## config.mk

```make
export PLATFORM = sky130hd
export DESIGN_NAME = store_narrow_unit
export DESIGN_NICKNAME = d
export VERILOG_FILES = /design/src/rtl/store_narrow_unit.sv
export SDC_FILE = /design/constraint.sdc
export NUM_CORES = 1
export LEC_CHECK = 0
export CAP_MARGIN = 5
export CORE_MARGIN = 8
export CORE_UTILIZATION = 53
export DETAILED_ROUTE_END_ITERATION = 8
export PLACE_DENSITY = 0.86
export SETUP_SLACK_MARGIN = 0.5
export SLEW_MARGIN = 20
export SYNTH_ARGS = -nofsm -noshare
export SYNTH_HDL_FRONTEND = slang
export SYNTH_SLANG_ARGS = --single-unit
```

## constraint.sdc

```tcl
create_clock -name clk -period 2.5 [get_ports clk]
set_input_delay 0.25 -clock clk [delete_from_list [all_inputs] [get_ports clk]]
set_output_delay 0.25 -clock clk [all_outputs]
set_load 0.05 [all_outputs]
```

## src/rtl/store_narrow_unit.sv

```systemverilog
// Store narrowing unit: aligns sb/sh/sw data into byte lanes and queues writes in a FIFO.
// Optional misaligned-store trap enabled by defining STORE_MISALIGN_TRAP_EN.
module store_narrow_unit #(
    parameter int unsigned DEPTH = 2,
    parameter int unsigned AW    = 32
) (
    input  logic          clk,
    input  logic          rst_n,
    input  logic          st_valid,
    output logic          st_ready,
    input  logic [AW-1:0] st_addr,
    input  logic [31:0]   st_data,
    input  logic [1:0]    st_size,
    input  logic          flush,
    output logic          mem_wvalid,
    input  logic          mem_wready,
    output logic [AW-1:0] mem_waddr,
    output logic [31:0]   mem_wdata,
    output logic [3:0]    mem_wbe,
    output logic          buf_empty,
    output logic          st_exc,
    output logic [AW-1:0] st_exc_addr
);
    localparam int unsigned   PW       = $clog2(DEPTH);
    localparam logic [PW:0]   FULL_CNT = (PW+1)'(DEPTH);
    localparam logic [PW:0]   CNT_ONE  = 1;
    localparam logic [PW-1:0] PTR_ONE  = 1;

    logic [AW-1:0] addr_q [DEPTH];
    logic [AW-1:0] addr_d [DEPTH];
    logic [31:0]   data_q [DEPTH];
    logic [31:0]   data_d [DEPTH];
    logic [3:0]    be_q   [DEPTH];
    logic [3:0]    be_d   [DEPTH];
    logic [PW-1:0] rd_ptr_q, rd_ptr_d;
    logic [PW-1:0] wr_ptr_q, wr_ptr_d;
    logic [PW:0]   count_q, count_d;

    logic          full;
    logic          empty;
    logic          accept;
    logic          push;
    logic          pop;
    logic [31:0]   nar_data;
    logic [3:0]    nar_be;

    assign full       = (count_q == FULL_CNT);
    assign empty      = (count_q == '0);
    assign st_ready   = !full && !flush;
    assign accept     = st_valid && st_ready;
    assign pop        = !empty && mem_wready;
    assign mem_wvalid = !empty;
    assign buf_empty  = empty;
    assign mem_waddr  = addr_q[rd_ptr_q];
    assign mem_wdata  = data_q[rd_ptr_q];
    assign mem_wbe    = be_q[rd_ptr_q];

    always_comb begin
        nar_data = st_data;
        nar_be   = 4'b1111;
        case (st_size)
            2'b00: begin
                nar_data = {4{st_data[7:0]}};
                nar_be   = 4'b0001 << st_addr[1:0];
            end
            2'b01: begin
                nar_data = {2{st_data[15:0]}};
                nar_be   = st_addr[1] ? 4'b1100 : 4'b0011;
            end
            default: ;
        endcase
    end

`ifdef STORE_MISALIGN_TRAP_EN
    logic          misalign;
    logic          st_exc_q, st_exc_d;
    logic [AW-1:0] st_exc_addr_q, st_exc_addr_d;

    // Misaligned requests complete the handshake but never reach the FIFO.
    assign misalign = ((st_size == 2'b01) && st_addr[0]) ||
                      (st_size[1] && (st_addr[1:0] != 2'b00));
    assign push     = accept && !misalign;

    always_comb begin
        st_exc_d      = accept && misalign;
        st_exc_addr_d = st_exc_d ? st_addr : st_exc_addr_q;
    end

    always_ff @(posedge clk or negedge rst_n) begin
        if (!rst_n) begin
            st_exc_q      <= 1'b0;
            st_exc_addr_q <= '0;
        end else begin
            st_exc_q      <= st_exc_d;
            st_exc_addr_q <= st_exc_addr_d;
        end
    end

    assign st_exc      = st_exc_q;
    assign st_exc_addr = st_exc_addr_q;
`else
    assign push        = accept;
    assign st_exc      = 1'b0;
    assign st_exc_addr = '0;
`endif

    always_comb begin
        addr_d   = addr_q;
        data_d   = data_q;
        be_d     = be_q;
        rd_ptr_d = rd_ptr_q;
        wr_ptr_d = wr_ptr_q;
        count_d  = count_q;
        // Flush wins over everything; a head popped this cycle still counts as written.
        if (flush) begin
            rd_ptr_d = '0;
            wr_ptr_d = '0;
            count_d  = '0;
        end else begin
            if (push) begin
                addr_d[wr_ptr_q] = {st_addr[AW-1:2], 2'b00};
                data_d[wr_ptr_q] = nar_data;
                be_d[wr_ptr_q]   = nar_be;
                wr_ptr_d         = wr_ptr_q + PTR_ONE;
            end
            if (pop) begin
                rd_ptr_d = rd_ptr_q + PTR_ONE;
            end
            case ({push, pop})
                2'b10:   count_d = count_q + CNT_ONE;
                2'b01:   count_d = count_q - CNT_ONE;
                default: ;
            endcase
        end
    end

    always_ff @(posedge clk or negedge rst_n) begin
        if (!rst_n) begin
            for (int unsigned i = 0; i < DEPTH; i++) begin
                addr_q[i] <= '0;
                data_q[i] <= '0;
                be_q[i]   <= '0;
            end
            rd_ptr_q <= '0;
            wr_ptr_q <= '0;
            count_q  <= '0;
        end else begin
            addr_q   <= addr_d;
            data_q   <= data_d;
            be_q     <= be_d;
            rd_ptr_q <= rd_ptr_d;
            wr_ptr_q <= wr_ptr_d;
            count_q  <= count_d;
        end
    end
endmodule

```

* Word level (Yosys, flattened, before mapping)
Cells that the tools add are included.
** Storage, ports and cells
- Register bits after elaboration :: 140
- Memories :: 0
- Output and inout port bits :: 104
- Bits of input ports :: 71
- Bits in writable memories :: 0
- Bits in read-only memories :: 0
- Latch bits :: 0
** Cells by class
- Reductions and logical operators :: 13
- Add/sub/neg operators :: 4
- Order comparisons :: 3
- Multipliers :: 0
- Shifts and indexed selects :: 1
- Mux-type cells :: 25
- Eq/ne operators :: 4
- Bitwise operators :: 3
- Div/mod/pow operators :: 0
** Operator list (count)
- $mux W32 :: 7
- $bwmux W64 :: 2
- $pmux W32 S2 :: 1
- $demux W32 S1 :: 1
- $mux W4 :: 5
- $bwmux W8 :: 1
- $pmux W4 S2 :: 1
- $demux W4 S1 :: 1
- $eq A2 B1 Y1 const B :: 2
- $eq A2 B2 Y1 const B :: 2
- $ge A2 B2 Y1 const B :: 2
- $logic_and A1 B1 Y1 :: 4
- $logic_not A2 Y1 :: 2
- $mux W1 :: 4
- $not A1 Y2 :: 2
- $pmux W2 S2 :: 1
- $reduce_bool A2 Y1 :: 2
- $shl A1 B2 Y4 const A :: 1
- $logic_not A1 Y1 :: 3
- $reduce_bool A3 Y1 :: 1
- $add A1 B1 Y1 const B :: 2
- $add A2 B1 Y2 const B :: 1
- $lt A2 B1 Y1 const B :: 1
- $mux W2 :: 1
- other kinds (3) :: 3

* Logic depth before layout (Yosys ltp)
Gate-level depths: netlist of the first run.
- Depth after elaboration :: 7
- Depth in mapped cells :: 5

* Least setup slack after synthesis of the first run
OpenSTA, ideal clock, no wires.
- Kind :: reg2out
- From :: register count_q[0]
- To :: output mem_wvalid
- Data required time :: 2.250 ns
- Setup slack :: 0.633 ns
- Buffers on the path :: 0
- Cell stages (with the launch flop) :: 3
- Arrival :: 1.617 ns
- Cell sequence :: dfrtp_1 nor2_1 inv_1
** Between the ends
- Word-level cells in the longest chain between the ends :: 2
** Ends and longest elaborated chain
- start: declaration :: RTL line 37 : logic [PW:0] count_q, count_d;
- start signal: assignment :: RTL line 153 : count_q <= count_d;
- $logic_not A2 Y1 :: RTL line 48 : assign empty = (count_q == '0);
- via buf_empty :: RTL line 20 : output logic buf_empty,
- $logic_not A1 Y1 :: RTL line 52 : assign mem_wvalid = !empty;
- end: declaration :: RTL line 15 : output logic mem_wvalid,
The timed path passes the listed nets, and every way through them passes these cells.

* Final worst setup path of the first run
- From :: register rd_ptr_q
- To :: output mem_waddr[16]
** Between the ends
- Word-level cells in the longest chain between the ends :: 4
** Ends and longest elaborated chain
- start: declaration :: RTL line 35 : logic [PW-1:0] rd_ptr_q, rd_ptr_d;
- start signal: assignment :: RTL line 151 : rd_ptr_q <= rd_ptr_d;
- $not A1 Y2 (not written as such) :: RTL line 54 : assign mem_waddr = addr_q[rd_ptr_q];
- $mux W32 (not written as such) (3 in a row) :: RTL line 54
- end: declaration :: RTL line 17 : output logic [AW-1:0] mem_waddr,
No other way between the ends. The select of a mux whose other input is x is not followed.

==> flow_summary_export.csv, run 1 <==
group,metric,value,unit
outcome,status,"complete, no violations",
worst_setup_path,slowest_delay,0.52,ns
cts,cts.clk_slew.worst_paths,0.05,ns
timing,maxSlewHeadroom,0.308,
timing,finalCriticalPeriod,2.02,ns
route,viasPerCell,5.34,
cells_and_area,nNetsFinal,714,
timing,fin_crit_sh,0.807,
placement,placed_area,8020,sq um
timing,finalMaxSlewViolations,0,
die,die_h,128,microns
cts,clock_path_buffers,2,
cells_and_area,syn_to_final_growth,32.1,%
worst_setup_path,path_cells,"buf_12, buf_4, mux2_2, buf_2",
power_and_ir_drop,cellLeakagePower,3.84,nW
cts,htreeDepth,4,
route,drc_errors,0,
die,die_width,128,microns
global_routing,grt_max_degree,53,
timing,tightestPinTransition,1.03,ns
power_and_ir_drop,vdd_drop_max,0.551,mV
timing,setup_viol,0,
cells_and_area,layout_commonest_cell,"mux2_2",
cts,clock_latency,0.41,ns
cells_and_area,stdcell_area,8760,sq um
run,drv_cap,0,
global_routing,gr-total-overflow,0,
die,ioPinCount,175,
route,drt_iter0_drc,332,
logic_synthesis,synth-seq-cells,136,
route,drt-pass1-iter-count,6,
die,die-area,16400,sq um
worst_setup_path,cp_slowest_cell,"dfrtp_4",
worst_setup_path,critPathTopFamily,"buffers and inverters",
cells_and_area,final_cell_mix,"mux2_2 (160), dfrtp_1 (134), clkdlybuf4s50_1 (69), buf_4 (40), mux2_1 (37)",
route,vias,4425,
cts,cts_tree,"done",
cells_and_area,diodes,0,
route,totalWireLength,16800,microns
worst_setup_path,critPathLaunchType,"flip-flop",
timing,finalSetupTns,0,ns
timing,clock.fmax,496,MHz
worst_setup_path,critPathRequiredTime,2.25,ns
global_routing,grt_pass1_wl,26200,microns
power_and_ir_drop,p_total,8.36,mW
global_routing,track_usage,0.206,
logic_synthesis,async_reset_ff_frac,1.00,
logic_synthesis,ys_seq_area_frac,0.513,
logic_synthesis,synth_edf_count,0,
timing,finalClockSkew,0.00525,ns
min_path,hold_class,"input port to asynchronous set/reset pin",
die,start_util,0.534,
worst_setup_path,critPathMaxFanout,6,
placement,dpl.hpwl,11100,microns
logic_synthesis,yosys_warnings,0,
placement,portBuffers,139,
cts,root_buffer,"clkbuf_16",
logic_synthesis,netlist_area,6630,sq um
worst_setup_path,endpoint_kind,"output pin",
worst_setup_path,path_class,"flip-flop to output pin",
global_routing,grt_pass1_vias,4894,
timing,rsz0062_at_grt,"true",
cells_and_area,nFillCells,872,
logic_synthesis,netlist_instances,490,
cells_and_area,drive_above_1_share,0.438,
cts,cts_inserted_buffers,17,
die,core_area,12400,sq um
route,antenna_left,0,
route,wire_per_inst,20.3,microns
cts,cts.sinks,136,
placement,gp_routability_congestion,0.773,
power_and_ir_drop,p_per_area,954,nW/um^2
timing,hold_violations,0,
logic_synthesis,synth_cell_types,27,
global_routing,antenna_found_initial,0,
worst_setup_path,cp_num_buf_inv,3,
logic_synthesis,synth-main-ff-cell,"dfrtp_1",
die,num_rows,41,
logic_synthesis,postSynthAreaPerCell,13.5,sq um
worst_setup_path,worst_ep_arrival_time,1.77,ns
[state kept, by name (all words and copies together) (netlist names)]
register and count:
addr_q 60, be_q 8, count_q 2, data_q 64, rd_ptr_q 1, wr_ptr_q 1
[power by group]
group	total, mW	leakage (nW)	switching (mW)	internal, mW
sequential	3.03	1.62	0.287	2.75
clock	2.41	0.280	0.876	1.54
combinational	2.91	1.94	1.74	1.17
total	8.36	3.84	2.91	5.45
[layer usage]
metal / up-vias / wire (microns) / GRT usage
li1: 2000 / - / -
met1: 2230 / 7050 / 0.249
met2: 172 / 8180 / 0.338
met3: 23 / 1300 / 0.0682
met4: 0 / 255 / 0.0685
met5: - / 0 / 0
[stage by stage]
step / hold slack (ns) / setup slack, ns / instances / utilization
4_1_cts: 0.435 / 0.405 / 825 / 0.709
3_5_place_dp: 0.328 / 0.332 / 785 / 0.646
5_1_grt: 0.472 / 0.448 / 828 / 0.706
3_3_place_gp: 0.313 / 0.405 / 785 / 0.646
6_report: 0.418 / 0.483 / 828 / 0.706
2_1_floorplan: -0.0456 / 0.633 / 524 / -
[cell type report]
type,instances,area (sq um),share of cell area
clock buffer,24,482,0.0550
clock inverter,8,95.1,0.0109
inverter,12,46.3,0.00528
multi-input combinational,313,2930,0.335
sequential,136,3410,0.389
tap,172,215,0.0246
timing repair buffer,163,1580,0.181
[cells by family after synthesis]
| family | count (synthesis) | synth area share |
|---|---|---|
| XOR/XNOR | 1 | 0.00132 |
| AND/OR/NAND/NOR | 28 | 0.0240 |
| multiplexers | 198 | 0.336 |
| other | 1 | 0.000565 |
| buffers and inverters | 75 | 0.0679 |
| AO/OA/AOI/OAI | 51 | 0.0571 |
| flip-flops | 136 | 0.513 |
[what timing repair did]
action	CTS	global route
gates cloned	1	2
hold buffers	1	0
setup endpoints to repair	75	39
buffers inserted	6	1
endpoints found under the hold margin	50	0
gates resized for setup	93	49
[cell usage after synthesis (2+ instances only)]
library cell    n  area share
nand2b_1        3      0.0028
o21ai_0         3      0.0023
nor2b_1        10      0.0094
clkbuf_1        4      0.0023
mux2_2        161        0.27
buf_2          15       0.011
buf_1           4      0.0023
o21bai_1        2      0.0023
inv_1          11      0.0062
a21oi_1        18       0.014
dfrtp_1       136        0.51
buf_4          40       0.045
a211o_1         8       0.011
mux2_1         37       0.063
nor2_1          7      0.0040
nand3_1         4      0.0030
a21o_1          2      0.0023
a32o_1         16       0.024
[path summary, 6_finish.rpt]
check                             from  depth (start not counted)             to  slack (ns)
max                           rd_ptr_q                          4  mem_waddr[16]        0.48
min                              rst_n                          2     addr_q[13]        0.42
max reg2reg                 count_q[1]                          3     data_q[31]        0.66
min reg2reg                 addr_q[46]                          1     addr_q[46]        0.48
max in group asynchronous        rst_n                          3       rd_ptr_q        1.39
min in group clk           st_addr[17]                          2     addr_q[49]        0.46
No activity file was read; power rests on OpenSTA's default activity.
==> run 2, diff against run 1 <==
CORE_UTILIZATION = 49   (was 53)
PLACE_DENSITY = 0.81   (was 0.86)
clock period = 1.9 ns   (was 2.5 ns; I/O delays follow)
==> flow_summary_export.csv, run 2 (synthesized netlist as in run 1, its figures left out) <==
group,metric,value,unit
outcome,status,"complete, no violations",
cells_and_area,post-route-util,0.798,
placement,placedCellCount,797,
worst_setup_path,rrSetupSlack,0.29,ns
run,drv_cap,0,
cells_and_area,instances_no_fill,870,
cts,cts.sinks,136,
worst_setup_path,r2r_end,"be_q[2]",
worst_setup_path,worstSetupStartpoint,"rd_ptr_q",
cells_and_area,layout_commonest_cell,"mux2_4",
die,core_area,13200,sq um
worst_setup_path,r2r_start,"count_q[1]",
placement,dpl.hpwl,11400,microns
global_routing,globalRoute.busiestLayer,"met2",
worst_setup_path,cp_slowest_cell,"dfrtp_4",
cts,cts_tree,"done",
cells_and_area,nNetsFinal,753,
worst_setup_path,slowest_delay,0.50,ns
worst_setup_path,path_cells,"buf_12, mux2_2, buf_12",
cells_and_area,syn_to_final_growth,59.4,%
placement,portBuffers,139,
cells_and_area,final_cell_mix,"mux2_4 (152), dfrtp_1 (133), clkdlybuf4s50_1 (69), mux2_2 (46), conb_1 (35)",
route,totalWireLength,20900,microns
route,drt-pass1-iter-count,4,
die,die_h,132,microns
global_routing,gr-total-overflow,0,
worst_setup_path,critPathRequiredTime,1.71,ns
global_routing,grt_use_met3,0.0816,
timing,setup_viol,0,
worst_setup_path,endpoint_kind,"output pin",
worst_setup_path,cp_num_buf_inv,2,
timing,finalClockSkew,0.00594,ns
cells_and_area,top_regs,"data_q (64), addr_q (60), be_q (8)",
cts,cts_inserted_buffers,17,
cts,htreeDepth,4,
cts,cts.clk_slew.worst_paths,0.05,ns
route,antenna_left,0,
timing,finalSetupTns,0,ns
timing,rsz0062_at_grt,"true",
route,drc_errors,0,
power_and_ir_drop,p_per_area,1200,nW/um^2
global_routing,grt_pass1_vias,5531,
global_routing,track_usage,0.241,
worst_setup_path,reg2reg_depth,7,
power_and_ir_drop,p_total,12.7,mW
die,start_util,0.501,
die,ioPinCount,175,
global_routing,met1_usage,0.269,
die,die-area,17500,sq um
route,wire_per_inst,24.0,microns
power_and_ir_drop,vdd_drop_max,0.850,mV
cts,clock_latency,0.42,ns
power_and_ir_drop,cellLeakagePower,5.02,nW
timing,clock.fmax,527,MHz
timing,hold_violations,0,
worst_setup_path,worst_ep_arrival_time,1.71,ns
die,die_width,132,microns
cells_and_area,largest_register_ffs,64,
worst_setup_path,critPathLaunchType,"flip-flop",
timing,finalCriticalPeriod,1.90,ns
placement,gp_routability_congestion,0.791,
global_routing,antenna_found_initial,0,
cts,root_buffer,"clkbuf_16",
worst_setup_path,critPathTopFamily,"flip-flops",
worst_setup_path,path_class,"flip-flop to output pin",
route,drt_iter0_drc,286,
route,viasPerCell,5.53,
worst_setup_path,cp_common_cell,"buf_12",
global_routing,grt_max_degree,67,
timing,finalMaxSlewViolations,0,
cells_and_area,diodes,0,
cells_and_area,drive_above_1_share,0.545,
timing,fin_crit_sh,0.999,
min_path,hold_class,"input port to asynchronous set/reset pin",
route,vias,4809,
die,num_rows,42,
worst_setup_path,critPathMaxFanout,22,
cts,clock_path_buffers,2,
global_routing,use_met2,0.412,
global_routing,grt_pass1_wl,32900,microns
cells_and_area,largest_register,"data_q",
==> run 2: cell count changes in the layout (fill, tap and decap cells not counted), moves of 4 or more <==
cell,previous run,this run
buf_4,40,29
mux2_1,37,0
mux2_2,160,46
mux2_4,1,152
buf_8,1,32
buf_16,2,15
clkdlybuf4s15_2,5,0
nor2_1,7,3
buf_12,6,33
buf_2,18,0
buf_6,15,23
==> run 2: worst max path at each step <==
stage	slack, ns	cells past startpoint	end
after floorplan	0.36	4	data_q[41]
after global placement	0.02	5	addr_q[61]
after detailed placement	-0.10	4	data_q[62]
after CTS	-0.002	3	mem_wdata[31]
after global routing	-0.03	3	mem_waddr[11]
final	0.003	3	mem_waddr[7]
==> run 2: stage by stage <==
step                worst slack [ns]  cell area, sq um  hold WS (ns)
finish                       0.00253             10600         0.218
global route                 -0.0297             10600         0.239
CTS                         -0.00212             10400         0.224
detailed placement            -0.102              8450        0.0996
global placement              0.0236              8450        0.0905
floorplan                      0.359              6980        -0.106
==> run 2: cell type report <==
type	instances	area, sq um
clock buffers	24	512
fillers	664	2670
inverters	12	45.0
repair buffers	202	2730
flip-flops and latches	136	3410
multi-input cells	313	3570
well taps	176	220
clock inverters	7	90.1
==> run 2: timing repair <==
item,CTS,global route
buffers inserted,18,8
cloned,15,0
hold buffers,1,0
pin swaps,3,2
endpoints found under the setup margin,201,200
gates resized for setup,220,22
hold endpoints to repair,31,0
==> run 2: power breakdown <==
| group | switching [mW] | leakage [nW] | total (mW) | internal (mW) |
|---|---|---|---|---|
| Combinational | 2.58 | 3.10 | 5.25 | 2.67 |
| Sequential | 0.471 | 1.62 | 4.09 | 3.62 |
| Clock | 1.21 | 0.294 | 3.34 | 2.13 |
| Total | 4.27 | 5.02 | 12.7 | 8.41 |
==> run 2: metal layers <==
layer | vias to the layer above | part of all wire | wire length [microns]
met4 | 0 | 0.022 | 466
met5 | - | 0 | 0
met3 | 35 | 0.069 | 1430
met2 | 197 | 0.52 | 10800
met1 | 2480 | 0.39 | 8230
li1 | 2097 | - | -
==> run 3, diff against run 2 <==
CORE_MARGIN = 10   (was 8)
SETUP_SLACK_MARGIN = 0.15   (was 0.5)
==> flow_summary_export.csv, run 3 (synthesized netlist as in run 1, its figures left out) <==
group,metric,value,unit
worst_setup_path,endpoint_kind,"output pin",
cts,htreeDepth,4,
timing,whs,0.309,ns
worst_setup_path,rrSetupSlack,0.20,ns
cts,cts_tree,"done",
power_and_ir_drop,vdd_drop_max,0.903,mV
cts,cts.clk_slew.worst_paths,0.05,ns
die,num_rows,42,
die,ioPinCount,175,
timing,rsz0062_at_grt,"true",
power_and_ir_drop,cellLeakagePower,4.07,nW
cells_and_area,largest_register,"data_q",
min_path,hold_class,"input port to asynchronous set/reset pin",
global_routing,track_usage,0.176,
route,antenna_left,0,
die,start_util,0.501,
run,drv_cap,0,
cells_and_area,diodes,0,
timing,fin_crit_sh,0.976,
placement,portBuffers,139,
timing,hold_violations,0,
worst_setup_path,critPathRequiredTime,1.71,ns
worst_setup_path,critPathMaxFanout,8,
timing,tightestPinTransition,0.651,ns
cts,clock_path_buffers,2,
cells_and_area,largest_register_ffs,64,
timing,finalCriticalPeriod,1.85,ns
worst_setup_path,critPathLaunchType,"flip-flop",
cells_and_area,drive_above_1_share,0.446,
global_routing,gr-total-overflow,0,
worst_setup_path,reg2reg_depth,5,
route,vias,4580,
cts,cts_inserted_buffers,17,
route,drt_iter0_drc,370,
timing,maxSlewHeadroom,0.565,
cells_and_area,nNetsFinal,723,
route,totalWireLength,18100,microns
global_routing,grt_pass1_vias,4771,
worst_setup_path,path_class,"flip-flop to output pin",
power_and_ir_drop,p_per_area,1230,nW/um^2
timing,finalMaxSlewViolations,0,
timing,finalSetupTns,0,ns
route,drc_errors,0,
die,die_width,136,microns
timing,finalClockSkew,0.00678,ns
global_routing,grt_pass1_wl,25600,microns
worst_setup_path,worst_ep_arrival_time,1.66,ns
worst_setup_path,r2r_end,"addr_q[35]",
global_routing,grt_max_degree,55,
cts,root_buffer,"clkbuf_16",
route,drt-pass1-iter-count,4,
cells_and_area,syn_to_final_growth,39.3,%
timing,setup_viol,0,
route,wire_per_inst,21.6,microns
cts,clock_latency,0.42,ns
worst_setup_path,r2r_start,"count_q[0]",
global_routing,antenna_found_initial,0,
cells_and_area,final_cell_mix,"mux2_2 (139), dfrtp_1 (134), clkdlybuf4s50_1 (69), buf_6 (51), mux2_1 (37)",
timing,clock.fmax,539,MHz
route,viasPerCell,5.47,
die,die-area,18600,sq um
power_and_ir_drop,p_total,11.3,mW
cells_and_area,layout_commonest_cell,"mux2_2",
placement,dpl.hpwl,11400,microns
die,core_area,13200,sq um
outcome,status,"complete, no violations",
cells_and_area,top_regs,"data_q (64), addr_q (60), be_q (8)",
cts,cts.sinks,136,
die,die_h,136,microns
placement,gp_routability_congestion,0.755,
run 3: changes by cell type in the layout (fill, tap and decap cells not counted), moves of 4 or more:
cell | previous run | this run
buf_12 | 33 | 9
buf_16 | 15 | 1
buf_4 | 29 | 17
buf_6 | 23 | 51
buf_8 | 32 | 19
clkbuf_1 | 1 | 5
clkbuf_16 | 17 | 22
mux2_1 | 0 | 37
mux2_2 | 46 | 139
mux2_4 | 152 | 22
run 3: layer usage:
metal  global-route usage  share of wire  vias to the layer above  wire (microns)
met5                    0              0                        -               0
met4               0.0710          0.018                        0             319
met3               0.0631          0.087                       33            1570
met2                0.280           0.48                      191            8690
met1                0.212           0.41                     2338            7480
li1                     -              -                     2018               -
run 3: per-stage QoR:
stage          cells  cell area, sq um  worst slack (ns)   util
4_1_cts          822              8600            0.0281  0.649
5_1_grt          838              9240            0.0153  0.698
6_report         838              9240            0.0459  0.698
3_5_place_dp     792              8050            -0.173  0.608
2_1_floorplan    524              6760             0.279      -
3_3_place_gp     792              8050           -0.0671  0.608
run 3: final cells by class:
class	instances	area, sq um
inverters	12	45.0
fillers	895	4000
repair buffers	172	2020
multi-input cells	313	3020
clock buffers	25	485
flip-flops and latches	136	3410
clock inverters	4	45.0
well taps	176	220
run 3: timing repair:
action	CTS	global route
gates cloned	0	8
setup endpoints to repair	84	119
pin swaps	0	1
gates resized for setup	2	113
buffers inserted	0	8
hold endpoints to repair	51	0
hold buffers	1	0
run 3: worst max path at each step:
stage / depth (start not counted) / endpoint / slack [ns] / startpoint
final: 4 / mem_wdata[25] / 0.05 / rd_ptr_q
after global routing: 4 / mem_wdata[6] / 0.02 / rd_ptr_q
after CTS: 3 / mem_wdata[31] / 0.03 / rd_ptr_q
after detailed placement: 4 / data_q[63] / -0.17 / st_valid
after global placement: 4 / data_q[27] / -0.07 / st_valid
after floorplan: 4 / be_q[4] / 0.28 / wr_ptr_q
run 3: critical path, cell delays in order, from the launching register on:
cell and delay (ns):
dfrtp_2 0.38, buf_12 0.16, clkbuf_16 0.18, mux2_2 0.36, buf_6 0.16
run 3: power by group:
group | internal, mW | switching (mW)
Combinational | 1.95 | 2.43
Clock | 1.87 | 1.12
Sequential | 3.61 | 0.358
==> patch 1, RTL diff (flow settings as in run 3) <==
The parameter `DEPTH` goes from 2 to 4.
--- a/src/rtl/store_narrow_unit.sv
+++ b/src/rtl/store_narrow_unit.sv
@@ -1,7 +1,7 @@
 // Store narrowing unit: aligns sb/sh/sw data into byte lanes and queues writes in a FIFO.
 // Optional misaligned-store trap enabled by defining STORE_MISALIGN_TRAP_EN.
 module store_narrow_unit #(
-    parameter int unsigned DEPTH = 2,
+    parameter int unsigned DEPTH = 4,
     parameter int unsigned AW    = 32
 ) (
     input  logic          clk,
Check against the original RTL: not equivalent (a bounded check fails within 4 cycles, from zero or initial values and one cycle with rst_n low).
==> patch 1 against run 3 <==
The run now ends with negative setup slack left; cell count rose by 83%; critical path type unchanged; hold slack worse by 0.12 ns; clock power is 99% higher; sequential power grew to 2.6 times the old value; synthesized cell count is 84% higher; design area grew 110%; worst setup slack lost 0.46 ns; count of clock-buffer cells in the layout increased by 20; sequential cell count increased by 135; power grew to 3.2 times the old value; global-route usage rose by 6.8 points; clock skew rose by 0.015 ns; synthesized area is 85% higher; wire length increased to 2.6 times the old value.
==> patch 1: results (changes against run 3) <==
[clocking]
htree_num_levels=1  ; -3
clockBufferDepth=3  ; +1
clock_latency_ns=0.57  ; +0.15 ns
post_cts_resized=375  ; +373
clk_pin_slew_worst_paths_ns=0.07  ; +0.02 ns

[power]
leakagePower_nw=9.07  ; +120%
comb-power_mw=19.5  ; +340%
ir_worst_vdd_uv=1760  ; +95%
net-switching-power_mw=14.7  ; +280%
pg_clk_mw=5.95  ; +99%

[critical_path]
cp_slowest_cell=mux4_2
worstRegToRegCells=8  ; +3
crit_arrival_ns=2.12  ; +0.46 ns
max_stage_delay_ns=0.57  ; +0.19 ns
crit_family=multiplexers
crit_end=mem_wdata[16]
r2r-end=addr_q[54]

[global_routing]
met1_usage=0.303  ; +0.0906
grt_pass1_vias=9742  ; +100%
grt_max_degree=66  ; +20%
grt_usage=0.244  ; +0.0678
grtUsageMet3=0.0404  ; -0.0227
grt_pass1_wl_um=59800  ; +130%
antenna_found_initial=1  ; +1

[final_layout]
drive_gt1_frac=0.598  ; +0.152
nNetsFinal=1258  ; +74%
top_regs=data_q x128, addr_q x120, be_q x16

[logic_synthesis]
syn_area_per_cell_um2=13.6  ; +0.50%
ys_types=33  ; +22%
synthAdderAreaFrac=0.00572  ; +0.00572
ys_seq_area_frac=0.553  ; +0.0402
synth-compound-area-share=0.0534  ; -0.00377

[drt]
wl_met2_um=23700  ; +170%
drt_iter0_markers=992  ; +170%
wl_met1_um=16700  ; +120%
detail_route.vias_per_cell=6.27  ; +15%
dr.pass1.iters=5  ; +1
wl_per_cell_um=30.8  ; +43%

[min_path]
hp-class=in -> async

[sta]
whs_ns=0.189  ; -0.120 ns
fin_ws_ns=-0.410  ; -0.456 ns
setup_violations=290  ; +290
relSlewSlack=0.312  ; -0.254
finClkSkew_ns=0.0222  ; +0.0154 ns

[outcome]
violations=negative setup slack
outcome=finished, violations left

[placed_design]
place_congestion=0.839  ; +11%
dpl_cell_area_mm2=0.0142  ; +76%
place_ws_ns=-0.210  ; -0.0369 ns
dp.cells=1355  ; +71%

## patch 1: cell types whose count changed in the layout (fill, tap and decap cells not counted), sizes merged, moves of 7 or more
| cell | change |
|---|---|
| a32o | -16 |
| mux4 | +66 |
| mux2i | +25 |
| o21ai | +109 |
| buf | +136 |
| a211o | -7 |
| nor2b | -7 |
| nor2 | +10 |
| nand2 | +113 |
| mux2 | -44 |
| dfrtp | +135 |
| a21oi | -7 |
| clkbuf | +25 |
## patch 1: stage by stage
| stage | TNS (ns) | total power [mW] |
|---|---|---|
| after global routing | -48.57 | 36.9 |
| final | -38.64 | 35.9 |
| after floorplan | 0 | 18.8 |
| after detailed placement | -32.08 | 23.0 |
| after CTS | -26.80 | 32.8 |
| after global placement | -19.77 | 22.6 |
## patch 1: area by class of cell
cell class	count	area, um^2
sequential	271	6790
multi-input combinational	563	6580
clock buffer	45	876
tap	324	405
antenna	2	5.00
clock inverter	9	103
fill	1119	5180
inverter	4	15.0
timing repair buffer	313	4520
==> patch 2, RTL diff (settings of run 3) <==
Made on the original files. Build with the macro `STORE_MISALIGN_TRAP_EN` defined.
--- a/src/rtl/store_narrow_unit.sv
+++ b/src/rtl/store_narrow_unit.sv
@@ -1,5 +1,7 @@
 // Store narrowing unit: aligns sb/sh/sw data into byte lanes and queues writes in a FIFO.
 // Optional misaligned-store trap enabled by defining STORE_MISALIGN_TRAP_EN.
+`define STORE_MISALIGN_TRAP_EN
+
 module store_narrow_unit #(
     parameter int unsigned DEPTH = 2,
     parameter int unsigned AW    = 32
Formal check against the unedited RTL: not equivalent (a bounded check fails within 4 cycles, from zero or initial values and one cycle with rst_n low).
==> patch 2 against run 3 <==
The run now ends with negative setup slack left; worst setup slack worse by 0.069 ns; wire length increased by 28%; fmax decreased by 3.6%; design area increased by 27%; register-to-register slack worse by 0.22 ns; first-iteration DRC count shrank 30%; synthesized area rose by 16%; sequential cell count rose by 33; cell count increased by 13%; power grew 36%; critical path type is now reg -> reg; critical endpoint is now data_q[41]; highest routed layer unchanged.
==> patch 2: results (changes against run 3) <==
[outcome]
outcome=finished, violations left
violations=negative setup slack

[logic_synthesis]
ys_types=31  ; +15%
synth_ff_type=dfrtp_1
ys_seq_area_frac=0.549  ; +0.0358
synthTopCellsByCount=mux2_2, dfrtp_1, mux2_4, buf_2, nand2_1
synth.top_cells.by_area=dfrtp_1, mux2_2, mux2_4

[clocking]
cts_inserted_buffers=17  ; unchanged
htree_num_levels=4  ; unchanged
root_buffer=clkbuf_16
post_cts_resized=169  ; +167
cts_hold_buf=1  ; unchanged
clock_latency_ns=0.43
clk_pin_slew_worst_paths_ns=0.06
post_cts_buffers=8  ; +8

[power]
leakagePower_nw=5.53  ; +36%
ir_worst_vdd_uv=818  ; -9.4%

[critical_path]
reg2reg_from=count_q[1]
cp_max_fo=7  ; -1
max_stage_delay_ns=0.41  ; +0.03 ns
cp_slowest_cell=dfrtp_1
cp-startpoint=count_q[1]
worstRegToRegCells=6  ; +1
crit_end=data_q[41]
crit_family=simple AND/OR/NAND/NOR gates

[placed_design]
dpl.hpwl_um=14000  ; +22%
io_buffer_count=172  ; +24%
place_congestion=0.850  ; +13%

[drt]
wl_met2_um=12200  ; +40%
wl_met3_um=904  ; -42%
dr.pass1.iters=4  ; unchanged
detail_route.vias_per_cell=5.48  ; +0.28%
routed_wl_um=23100  ; +28%
wl_met1_um=9620  ; +29%
drt_iter0_markers=259  ; -30%

[final_layout]
num-fill-cells=877  ; -2.0%
nNetsFinal=798  ; +10%
drive_gt1_frac=0.564  ; +0.118

[sta]
finClkSkew_ns=0.00382  ; -0.00297 ns
fin_setup_tns_ns=-0.320  ; -0.320 ns
fin_ws_ns=-0.0228  ; -0.0688 ns
whs_ns=0.272  ; -0.0372 ns
worst_slew_pin_slew_ns=0.537  ; -0.114 ns
setup_violations=36  ; +36

[global_routing]
grt_usage=0.187  ; +0.0113
met1_usage=0.217  ; +0.00427
grt_max_degree=51  ; -7.3%
grt_pass1_wl_um=31300  ; +22%
globalRouteMet2Util=0.335  ; +0.0550
grtUsageMet3=0.0459  ; -0.0172
grt_pass1_vias=5424  ; +14%

-- patch 2: changes by cell type in the layout (fill, tap and decap cells not counted), sizes merged, moves of 7 or more --
cell | run 3 | this run
dfrtp | 136 | 169
inv | 11 | 2
buf | 97 | 119
mux2 | 198 | 247
a211o | 8 | 0
mux2i | 0 | 8
a32o | 16 | 0
nor2b | 10 | 3
a21oi | 18 | 1
dlygate4sd2 | 0 | 33
nand2 | 1 | 9
conb | 35 | 2
-- patch 2: cell families (layout without fill, tap and decap cells) --
| group | after synthesis | count (layout) | share of synthesized area |
|---|---|---|---|
| XOR/XNOR | 1 | 1 | 0.00114 |
| other | 1 | 2 | 0.000487 |
| flip-flops | 169 | 169 | 0.549 |
| AO/OA/AOI/OAI | 19 | 19 | 0.0159 |
| multiplexers | 255 | 255 | 0.385 |
| buffers and inverters | 33 | 268 | 0.0283 |
| AND/OR/NAND/NOR | 25 | 26 | 0.0200 |
-- patch 2: power breakdown --
part | internal, mW | switching [mW]
Clock | 2.40 | 1.43
Combinational | 3.06 | 3.36
Sequential | 4.62 | 0.590
-- patch 2: per-stage QoR --
step / worst slack [ns] / cells / instance area, um^2 / util
floorplan: 0.141 / 504 / 7710 / -
finish: -0.0228 / 951 / 11800 / 0.769
global route: -0.0772 / 951 / 11800 / 0.769
global placement: -0.157 / 885 / 9700 / 0.634
detailed placement: -0.207 / 885 / 9700 / 0.634
CTS: -0.0212 / 927 / 10900 / 0.712
-- patch 2: area by class of cell --
| class | count | area share |
|---|---|---|
| Sequential cell | 169 | 0.360 |
| Multi-Input combinational cell | 303 | 0.322 |
| Timing Repair Buffer | 234 | 0.239 |
| Clock buffer | 21 | 0.0391 |
| Tap cell | 211 | 0.0224 |
| Clock inverter | 11 | 0.0165 |
| Inverter | 2 | 0.000638 |
